## src/rtl/bit_serial_deser.sv

```systemverilog
`default_nettype none
// ============================================================================
// Module   : bit_serial_deser
// Purpose  : Serial-to-parallel collector at the output end of the bit-serial
//            datapath. Assembles WIDTH-bit words from one bit per strobe and
//            presents each completed word on a valid/ready parallel port.
//
// Ports    : i_clk          system clock, rising edge
//            i_rst          synchronous reset, active-low
//            i_frame_start  discard partial word, restart bit count
//            i_bit_valid    strobe: i_bit sampled this cycle
//            i_bit          serial data bit
//            o_word         assembled word
//            o_word_valid   o_word holds an unconsumed word
//            i_word_ready   consumer accepts o_word this cycle
//            o_busy         partial word in progress
//            o_bit_count    bits received in current word
//            o_overrun      sticky: a completed word was dropped
//
// Options  : DESER_SKID_EN  when defined, a one-entry skid register sits
//                           behind o_word and absorbs one extra completed
//                           word while the consumer stalls.
//
// Revision : 1.0 - initial release
// ============================================================================
module bit_serial_deser #(
    parameter int WIDTH     = 8,
    parameter bit LSB_FIRST = 1'b1
) (
    input  logic                     i_clk,
    input  logic                     i_rst,
    input  logic                     i_frame_start,
    input  logic                     i_bit_valid,
    input  logic                     i_bit,
    output logic [WIDTH-1:0]         o_word,
    output logic                     o_word_valid,
    input  logic                     i_word_ready,
    output logic                     o_busy,
    output logic [$clog2(WIDTH)-1:0] o_bit_count,
    output logic                     o_overrun
);

    localparam int               c_CNT_W = $clog2(WIDTH);
    localparam logic [c_CNT_W-1:0] c_LAST = c_CNT_W'(WIDTH - 1);
    localparam logic [c_CNT_W-1:0] c_ONE  = c_CNT_W'(1);

    // Collector state: IDLE whenever the bit count is zero.
    localparam logic [0:0] c_S_IDLE  = 1'b0;
    localparam logic [0:0] c_S_SHIFT = 1'b1;

    logic [0:0]         r_state;
    logic [WIDTH-1:0]   r_shift;
    logic [c_CNT_W-1:0] r_count;
    logic [WIDTH-1:0]   r_word;
    logic               r_word_valid;
    logic               r_overrun;
`ifdef DESER_SKID_EN
    logic [WIDTH-1:0]   r_skid;
    logic               r_skid_valid;
`endif

    logic [c_CNT_W-1:0] w_cnt_base;
    logic [WIDTH-1:0]   w_shift_base;
    logic [WIDTH-1:0]   w_shift_ins;
    logic               w_last;
    logic               w_done;
    logic               w_consume;
    logic [c_CNT_W-1:0] w_count_nxt;
    logic [WIDTH-1:0]   w_shift_nxt;

    // A frame start clears the partial word before any same-cycle bit is
    // inserted, so that bit becomes the first bit of the new word.
    always_comb begin
        w_cnt_base   = i_frame_start ? '0 : r_count;
        w_shift_base = i_frame_start ? '0 : r_shift;

        // LSB-first shifts right so the first bit ends up in bit 0 after
        // WIDTH insertions; MSB-first shifts left.
        if (LSB_FIRST) begin
            w_shift_ins            = w_shift_base >> 1;
            w_shift_ins[WIDTH-1]   = i_bit;
        end else begin
            w_shift_ins            = w_shift_base << 1;
            w_shift_ins[0]         = i_bit;
        end

        w_last    = (w_cnt_base == c_LAST);
        w_done    = i_bit_valid && w_last;
        w_consume = r_word_valid && i_word_ready;

        w_count_nxt = w_cnt_base;
        w_shift_nxt = w_shift_base;
        if (i_bit_valid) begin
            if (w_last) begin
                w_count_nxt = '0;
                w_shift_nxt = '0;
            end else begin
                w_count_nxt = w_cnt_base + c_ONE;
                w_shift_nxt = w_shift_ins;
            end
        end
    end

    always_ff @(posedge i_clk) begin
        if (!i_rst) begin
            r_state      <= c_S_IDLE;
            r_shift      <= '0;
            r_count      <= '0;
            r_word       <= '0;
            r_word_valid <= 1'b0;
            r_overrun    <= 1'b0;
`ifdef DESER_SKID_EN
            r_skid       <= '0;
            r_skid_valid <= 1'b0;
`endif
        end else begin
            r_shift <= w_shift_nxt;
            r_count <= w_count_nxt;

            case (r_state)
                c_S_IDLE: begin
                    if (w_count_nxt != '0)
                        r_state <= c_S_SHIFT;
                end
                c_S_SHIFT: begin
                    if (w_count_nxt == '0)
                        r_state <= c_S_IDLE;
                end
                default: r_state <= c_S_IDLE;
            endcase

`ifdef DESER_SKID_EN
            // o_word is the head of a two-entry queue; the skid is the tail.
            if (w_consume) begin
                if (r_skid_valid) begin
                    r_word <= r_skid;
                    if (w_done)
                        r_skid <= w_shift_ins;
                    else
                        r_skid_valid <= 1'b0;
                end else if (w_done) begin
                    r_word <= w_shift_ins;
                end else begin
                    r_word_valid <= 1'b0;
                end
            end else if (!r_word_valid) begin
                if (w_done) begin
                    r_word       <= w_shift_ins;
                    r_word_valid <= 1'b1;
                end
            end else if (w_done) begin
                if (!r_skid_valid) begin
                    r_skid       <= w_shift_ins;
                    r_skid_valid <= 1'b1;
                end else begin
                    r_overrun <= 1'b1;
                end
            end
`else
            // A completing word may replace the held one only when the held
            // one is being consumed on this same edge; otherwise it is lost.
            if (w_done && (!r_word_valid || w_consume)) begin
                r_word       <= w_shift_ins;
                r_word_valid <= 1'b1;
            end else begin
                if (w_consume)
                    r_word_valid <= 1'b0;
                if (w_done)
                    r_overrun <= 1'b1;
            end
`endif
        end
    end

    assign o_word       = r_word;
    assign o_word_valid = r_word_valid;
    assign o_busy       = (r_state == c_S_SHIFT);
    assign o_bit_count  = r_count;
    assign o_overrun    = r_overrun;

endmodule
`default_nettype wire

```

## config.mk

```make
export PLATFORM = sky130hd
export DESIGN_NAME = bit_serial_deser
export DESIGN_NICKNAME = d
export VERILOG_FILES = /design/src/rtl/bit_serial_deser.sv
export SDC_FILE = /design/constraint.sdc
export NUM_CORES = 1
export LEC_CHECK = 0
export ABC_CLOCK_PERIOD_IN_PS = 1700
export BUFFER_PORTS_ARGS = -buffer_cell sky130_fd_sc_hd__buf_2
export CORE_MARGIN = 3
export CORE_UTILIZATION = 25
export CTS_CLUSTER_DIAMETER = 120
export DETAILED_ROUTE_END_ITERATION = 12
export PLACE_DENSITY = 0.47
export SKIP_CTS_REPAIR_TIMING = 1
export SYNTH_ARGS = -nofsm -noshare
export SYNTH_HDL_FRONTEND = slang
export SYNTH_SLANG_ARGS = --single-unit
```

## constraint.sdc

```tcl
create_clock -name i_clk -period 1.7 [get_ports i_clk]
set_input_delay 0.34 -clock i_clk [delete_from_list [all_inputs] [get_ports i_clk]]
set_output_delay 0.34 -clock i_clk [all_outputs]
set_load 0.03 [all_outputs]
```

# Word level (Yosys, flattened, before mapping)

Index checks and enable logic that the tools add are counted.

Flip-flop bits (word level): 21
Latch bits: 0
RAM bits: 0
Memory bits (read-only): 0
Output and inout port bits: 14
Memories kept: 0

$add $sub $neg: 1
Multipliers: 0
Div/mod/pow operators: 0
$lt $le $gt $ge: 0
Equality and inequality tests: 1
Shift operators: 0
Muxes and demuxes: 11
Bitwise operators: 2
Reductions and logical operators: 9

Operator list:

| kind                                        | number |
|---|---|
| 2-to-1 mux 8 bit                            | 3 |
| 2-to-1 mux 3 bit                            | 3 |
| 2-to-1 mux 1 bit                            | 4 |
| adder 3 x 1 -> 3 bit, second input constant | 1 |
| == test 3 bit, second input constant        | 1 |
| logical AND 1 bit                           | 3 |
| logical NOT 3 bit                           | 1 |
| nonzero test 3 bit                          | 1 |
| inverter 1 bit                              | 2 |
| case mux 1 bit (2 select lines)             | 1 |
| AND reduction 2 bit                         | 1 |
| nonzero test 2 bit                          | 1 |
| logical NOT 1 bit                           | 1 |
| logical OR 1 bit                            | 1 |

# Logic depth before layout (Yosys ltp)

Gate-level depths: netlist of the first run.

Depth after elaboration: 7
Depth in mapped cells: 7
Mapped depth without buffers: 6

# Worst setup path after synthesis of the first run

No wires, ideal clock.

Path type: register to register
Start: register r_count[0] (netlist: o_bit_count[0])
End: register r_state (netlist: o_busy)
Arrival: 1.552 ns
Required time: 1.576 ns
Slack: 0.024 ns
Cell stages (with the launch flop): 7
Buffers on the path: 0
Cell sequence: dfxtp_1 -> nor2b_1 -> ha_1 -> ha_1 -> nand2_1 -> a21oi_1 -> a2111o_1

Longest elaborated chain between the ends: 7

RTL lines:

| what                                                    | RTL line | text |
|---|---|---|
| start, declared                                         | 53       | `logic [c_CNT_W-1:0] r_count;` |
| start signal, assigned                                  | 118      | `r_count <= w_count_nxt;` |
| 2-to-1 mux 3 bit (*)                                    | 74       | `w_cnt_base = i_frame_start ? '0 : r_count;` |
| adder 3 x 1 -> 3 bit or == test 3 bit (tied branches)   | 98, 87   |  |
| 2-to-1 mux 3 bit                                        | 94       | `if (w_last) begin` |
| 2-to-1 mux 3 bit (*)                                    | 93       | `if (i_bit_valid) begin` |
| logical NOT 3 bit or nonzero test 3 bit (tied branches) | 126, 122 |  |
| 2-to-1 mux 1 bit (on tied branches)                     | 126, 122 |  |
| case mux 1 bit (2 select lines) (*)                     | 120      | `case (r_state)` |
| end signal, assigned                                    | 123      | `r_state <= c_S_SHIFT;` |
| end signal, assigned                                    | 127      | `r_state <= c_S_IDLE;` |
| end signal, assigned                                    | 129      | `default: r_state <= c_S_IDLE;` |
| end, declared                                           | 51       | `logic [0:0] r_state;` |

Every way passes the cells marked *; elsewhere a longest branch is shown, timed or not.
A chain may end at the register's enable or synchronous reset.

# Worst setup path after layout of the first run

Ends and elaborated chain as after synthesis.

==> results of run 1 <==
[synth_stat cells, drive strengths merged]
cell / instances
buf: 2
nand3: 1
mux2: 1
a2111o: 1
or3b: 2
nand2: 2
nor2: 7
nand4b: 7
and3: 1
a21o: 1
nand3b: 1
nor2b: 12
o21ai: 8
ha: 2
inv: 1
nand2b: 2
dfxtp: 21
and2: 2
clkbuf: 4
a21oi: 18
[layer usage]
metal | vias up | track usage (%) | wire [microns]
met1 | 318 | 12.0 | 921
li1 | 380 | - | -
met3 | 2 | 3.12 | 64
met2 | 11 | 14.2 | 802
met5 | - | 0 | 0
met4 | 0 | 3.17 | 19
[worst min-delay path, stage by stage]
cell	delay, ps
buf_2	110
nand3_1	60
a21oi_1	50
[kinds of logic after synthesis]
| logic type | count (synthesis) | share of synthesized area [%] |
|---|---|---|
| flops | 21 | 48.3 |
| compound gates | 28 | 17.1 |
| buf+inv | 7 | 3.31 |
| fa+ha+maj | 2 | 2.88 |
| mux | 1 | 1.73 |
| simple gates | 37 | 26.6 |
[flip-flops by register name (all words and copies together) (netlist names)]
register and cells:
o_overrun 1, o_bit_count 3, r_shift 7, o_word_valid 1
o_word 8, o_busy 1
[cells in the final DEF (no fill, tap or decap)]
cell type | Yosys | final
and2_1 | 2 | 1
a2111o_1 | 1 | 1
nand2b_1 | 2 | 2
o21ai_1 | 2 | 2
nor2b_1 | 12 | 12
a21o_1 | 1 | 1
and2_2 | 0 | 1
nand3_1 | 1 | 1
nand3b_1 | 1 | 1
a21oi_1 | 18 | 18
buf_4 | 0 | 4
nand4b_1 | 7 | 7
nor2_1 | 7 | 7
buf_2 | 2 | 19
nand2_1 | 2 | 2
ha_1 | 2 | 2
clkbuf_4 | 0 | 3
o21ai_0 | 6 | 6
inv_1 | 1 | 1
or3b_1 | 2 | 2
mux2_4 | 1 | 1
dfxtp_1 | 21 | 21
clkbuf_1 | 4 | 1
and3_1 | 1 | 1
[power breakdown]
| part | switching [uW] | leakage, uW | internal, uW |
|---|---|---|---|
| logic | 35.4 | 0.000255 | 24.8 |
| registers | 2.76 | 0.000170 | 498 |
| clock network | 143 | 0.0000150 | 91.2 |
| total | 182 | 0.000440 | 614 |
[layout make-up]
type,count,area (sq um)
fillers,358,2130
multi-input cells,68,422
flip-flops and latches,21,420
repair buffers,23,125
well taps,44,55.1
clock buffers,4,26.3
inverters,1,3.75
[path summary, 6_finish.rpt]
path,endpoint,slack [ps],cells past startpoint
worst max-delay path,o_busy,170,6
worst min-delay path,o_word[7],310,3
worst max register to register,o_busy,170,6
worst min register to register,o_word[0],480,2
[metrics by stage]
| stage | cell area, sq um | hold slack [ps] | setup WS, ps |
|---|---|---|---|
| after global placement | 1020 | 458 | 69.5 |
| after floorplan | 870 | 461 | 23.9 |
| after detailed placement | 1020 | 468 | 16.0 |
| final | 1050 | 309 | 173 |
| after CTS | 1050 | 301 | 102 |
| after global routing | 1050 | 308 | 34.0 |
==> run summary, run 1 <==
Ports: 20
Fmax: 655 MHz
Worst-path fanout max: 2
DP HPWL: 1380 microns
Period utilisation layout: 89.8%
Highest-delay cell along the critical path: a2111o_1
Area Overhead vs Synth: 21.0%
Worst-margin pin slew: 516 ps
Worst Path Required: 1890 ps
Worst r2r src: o_bit_count[0]
Final setup viols: 0
Total Routing Usage GR: 9.22%
Post-synthesis sequential area ratio: 48.3%
Synth Cell Area: 870 sq um
DRT antenna net count: 0
Area contributors post-synth: dfxtp_1 48%, a21oi_1 10%, nor2b_1 8.6%
Post-Synthesis Net Count: 104
RSZ-0062 raised after global routing: false
Min-delay src: i_bit
Post-layout util: 33.1%
Row cnt: 20
Endpoints failing hold: 0
Syn avg cell area: 9.06 sq um
Syn Inst Count: 96
Vias per cell: 4.42
Post-synth top area cell: dfxtp_1
Die area: 4220 sq um
Tmin final: 1530 ps
Power Total: 796 uW
DRC Markers: 0
CP Launch Type: flip-flop
Router iterations before antenna repair: 4
Share of layout cells above drive strength 1: 23.9%
Pwr Density: 756 nW/um^2
Final Wtd Congestion: 0.695
Vias in the first global route: 670
Nets@finish: 126
Clock buffer depth: 2
# port buffers: 19
Root Driver: clkbuf_4
CP startpoint: o_bit_count[0]
Synth unique cells: 21
Pin count of the biggest net entering global routing: 17
Slew Viols, Final: 0
Status: finished, final reports clean
Max Cap Viol: 0
Initial cell density of the core: 27.4%
Core Box Area: 3180 sq um
Via Count: 711
Die Wd: 65.0 microns
Crit-path cells: nor2b_1 -> ha_1 -> ha_1 -> nand2_1 -> a21oi_1 -> a2111o_1
Die height: 65.0 microns
Buf/Inv on CP: 0
WL final: 1810 microns
ANT cells: 0
CTS sink cnt: 21
CTS tree: yes
Synthesis-stage register bit count: 21
Delay-heaviest family, CP: adder cells
Clk_skew: 0.959 ps
Setup CP Type: reg -> reg
Initial antenna violation count: 0
Clock transition at path regs: 110 ps
Arr. time, crit path: 1720 ps
Non-filler cells, final: 161
Num CTS Buffers: 3
DRT iter0 DRCs: 18
Class of the worst hold path: in -> reg
TNS Setup: 0 ps
First-pass GRT wire length: 3040 microns
H-tree depth: 1
Critical Path Max Stage Delay: 340 ps
VDD IR max: 288 uV
Skew-Pair Late Insertion Delay: 290 ps
Placed cell count: 157
Yosys warnings: 0
Area share of the largest cell type after synthesis: 48.3%
Slew margin rel.: 65.5%
WL per Instance: 11.2 microns
Grt total ovfl: 0
Worst Setup End Kind: flip-flop
Leakage: 0.000440 uW
CP dominant cell by count: ha_1
Note: power is estimated with default switching activity, not from simulation.
==> inputs of run 2 (changes only) <==
--- a/config.mk
+++ b/config.mk
@@ -11,7 +11,6 @@
 export CORE_UTILIZATION = 25
 export CTS_CLUSTER_DIAMETER = 120
 export DETAILED_ROUTE_END_ITERATION = 12
-export PLACE_DENSITY = 0.47
 export SKIP_CTS_REPAIR_TIMING = 1
 export SYNTH_ARGS = -nofsm -noshare
 export SYNTH_HDL_FRONTEND = slang
==> run summary, run 2 (synthesis gave the netlist of run 1 again) <==
Clk_skew: 7.74 ps
Leakage: 0.000442 uW
Root Driver: clkbuf_4
Slew Viols, Final: 0
CTS tree: yes
CTS sink cnt: 21
Via Count: 750
Status: finished, final reports clean
Buf/Inv on CP: 0
Final Wtd Congestion: 0.782
Worst Path Required: 1890 ps
Worst-path fanout max: 2
Gate power share: 7.6%
Tmin final: 1540 ps
Initial antenna violation count: 0
R2R setup slack: 160 ps
Sw Share: 23.5%
CP dominant cell by count: ha_1
TNS Setup: 0 ps
Vias per cell: 4.66
Clock transition at path regs: 110 ps
Row cnt: 20
Period utilisation layout: 90.7%
Worst Setup End Kind: flip-flop
Nets@finish: 126
WL final: 1890 microns
Setup CP Type: reg -> reg
Fillers: 353
Router iterations before antenna repair: 4
Core Box Area: 3180 sq um
DRC Markers: 0
Ports: 20
Endpoints failing hold: 0
Non-filler cells, final: 161
Arr. time, crit path: 1730 ps
RSZ-0062 raised after global routing: false
Placed cell count: 157
Clock buffer depth: 2
Total Routing Usage GR: 9.71%
First-pass GRT wire length: 3170 microns
Area Overhead vs Synth: 21.2%
Final setup viols: 0
WL per Instance: 11.7 microns
Class of the worst hold path: in -> reg
Highest-count cells in the layout ignoring fill and taps: 21 x dfxtp_1, 19 x buf_2, 18 x a21oi_1
Fmax: 648 MHz
ANT cells: 0
DRT iter0 DRCs: 48
Crit-path cells: nor2b_1 -> ha_1 -> ha_1 -> nand2_1 -> a21oi_1 -> a2111o_1
DP HPWL: 1420 microns
DRT antenna net count: 0
Num CTS Buffers: 3
Share of layout cells above drive strength 1: 24.8%
Pin count of the biggest net entering global routing: 17
Die Wd: 65.0 microns
Max FFs per register: 8
Sw Pwr: 187 uW
Critical Path Max Stage Delay: 350 ps
Initial cell density of the core: 27.4%
Worst-margin pin slew: 495 ps
Grt total ovfl: 0
Die height: 65.0 microns
Delay-heaviest family, CP: adder cells
Part of the power in the clock network: 29.7%
Max Cap Viol: 0
Commonest non-fill, non-tap cell in the layout: dfxtp_1
Pwr Density: 757 nW/um^2
Register share of total power: 62.7%
Slew margin rel.: 66.9%
CP Launch Type: flip-flop
Skew-Pair Late Insertion Delay: 300 ps
Post-layout util: 33.1%
Internal: 611 uW
# port buffers: 19
Die area: 4220 sq um
Vias in the first global route: 701
Highest-delay cell along the critical path: a2111o_1
H-tree depth: 1
VDD IR max: 292 uV
## run 2: changes by cell type in the layout (fill, tap and decap cells not counted), sizes merged
cell,before,now
clkbuf,4,3
clkinv,0,1
## run 2: path summary, 6_finish.rpt
kind                                startpoint   endpoint  depth (start not counted)
worst max-delay path            o_bit_count[0]     o_busy                          6
worst min-delay path                     i_bit  o_word[7]                          3
worst max register to register  o_bit_count[0]     o_busy                          6
worst min register to register       o_word[0]  o_word[0]                          2
## run 2: power by group through the flow
stage          sequential [uW]  clock [uW]  combinational [uW]
2_1_floorplan              520           0                28.4
3_3_place_gp               512           0                60.1
3_5_place_dp               512           0                60.8
4_1_cts                    501         254                61.1
5_1_grt                    502         277                66.3
6_report                   501         237                60.7
## run 2: through the flow
step | worst slack, ps | cell area [sq um] | hold WS, ps | power, uW
2_1_floorplan | 23.9 | 870 | 461 | 549
3_3_place_gp | 94.9 | 1020 | 458 | 572
3_5_place_dp | 4.83 | 1020 | 467 | 573
4_1_cts | 103 | 1050 | 288 | 816
5_1_grt | 27.2 | 1050 | 299 | 845
6_report | 158 | 1050 | 305 | 798
## run 2: cell type report
cell class	count	area [sq um]	area share, %
clock inverter	1	5.00	0.475
tap	44	55.1	5.23
timing repair buffer	23	125	11.9
clock buffer	3	22.5	2.14
inverter	1	3.75	0.356
sequential	21	420	39.9
multi-input combinational	68	422	40.0
## run 2: tightest hold or removal path, delay by kind of cell
kind	cells	cell delay (ps)
buffers and inverters	1	110
AO/OA/AOI/OAI	1	50
AND/OR/NAND/NOR	1	60
## run 2: per-layer routing
metal  global-route usage [%]  wire, microns
met1                     12.1            886
met2                     15.1            852
met3                     1.91            104
met4                     6.33             45
met5                        0              0
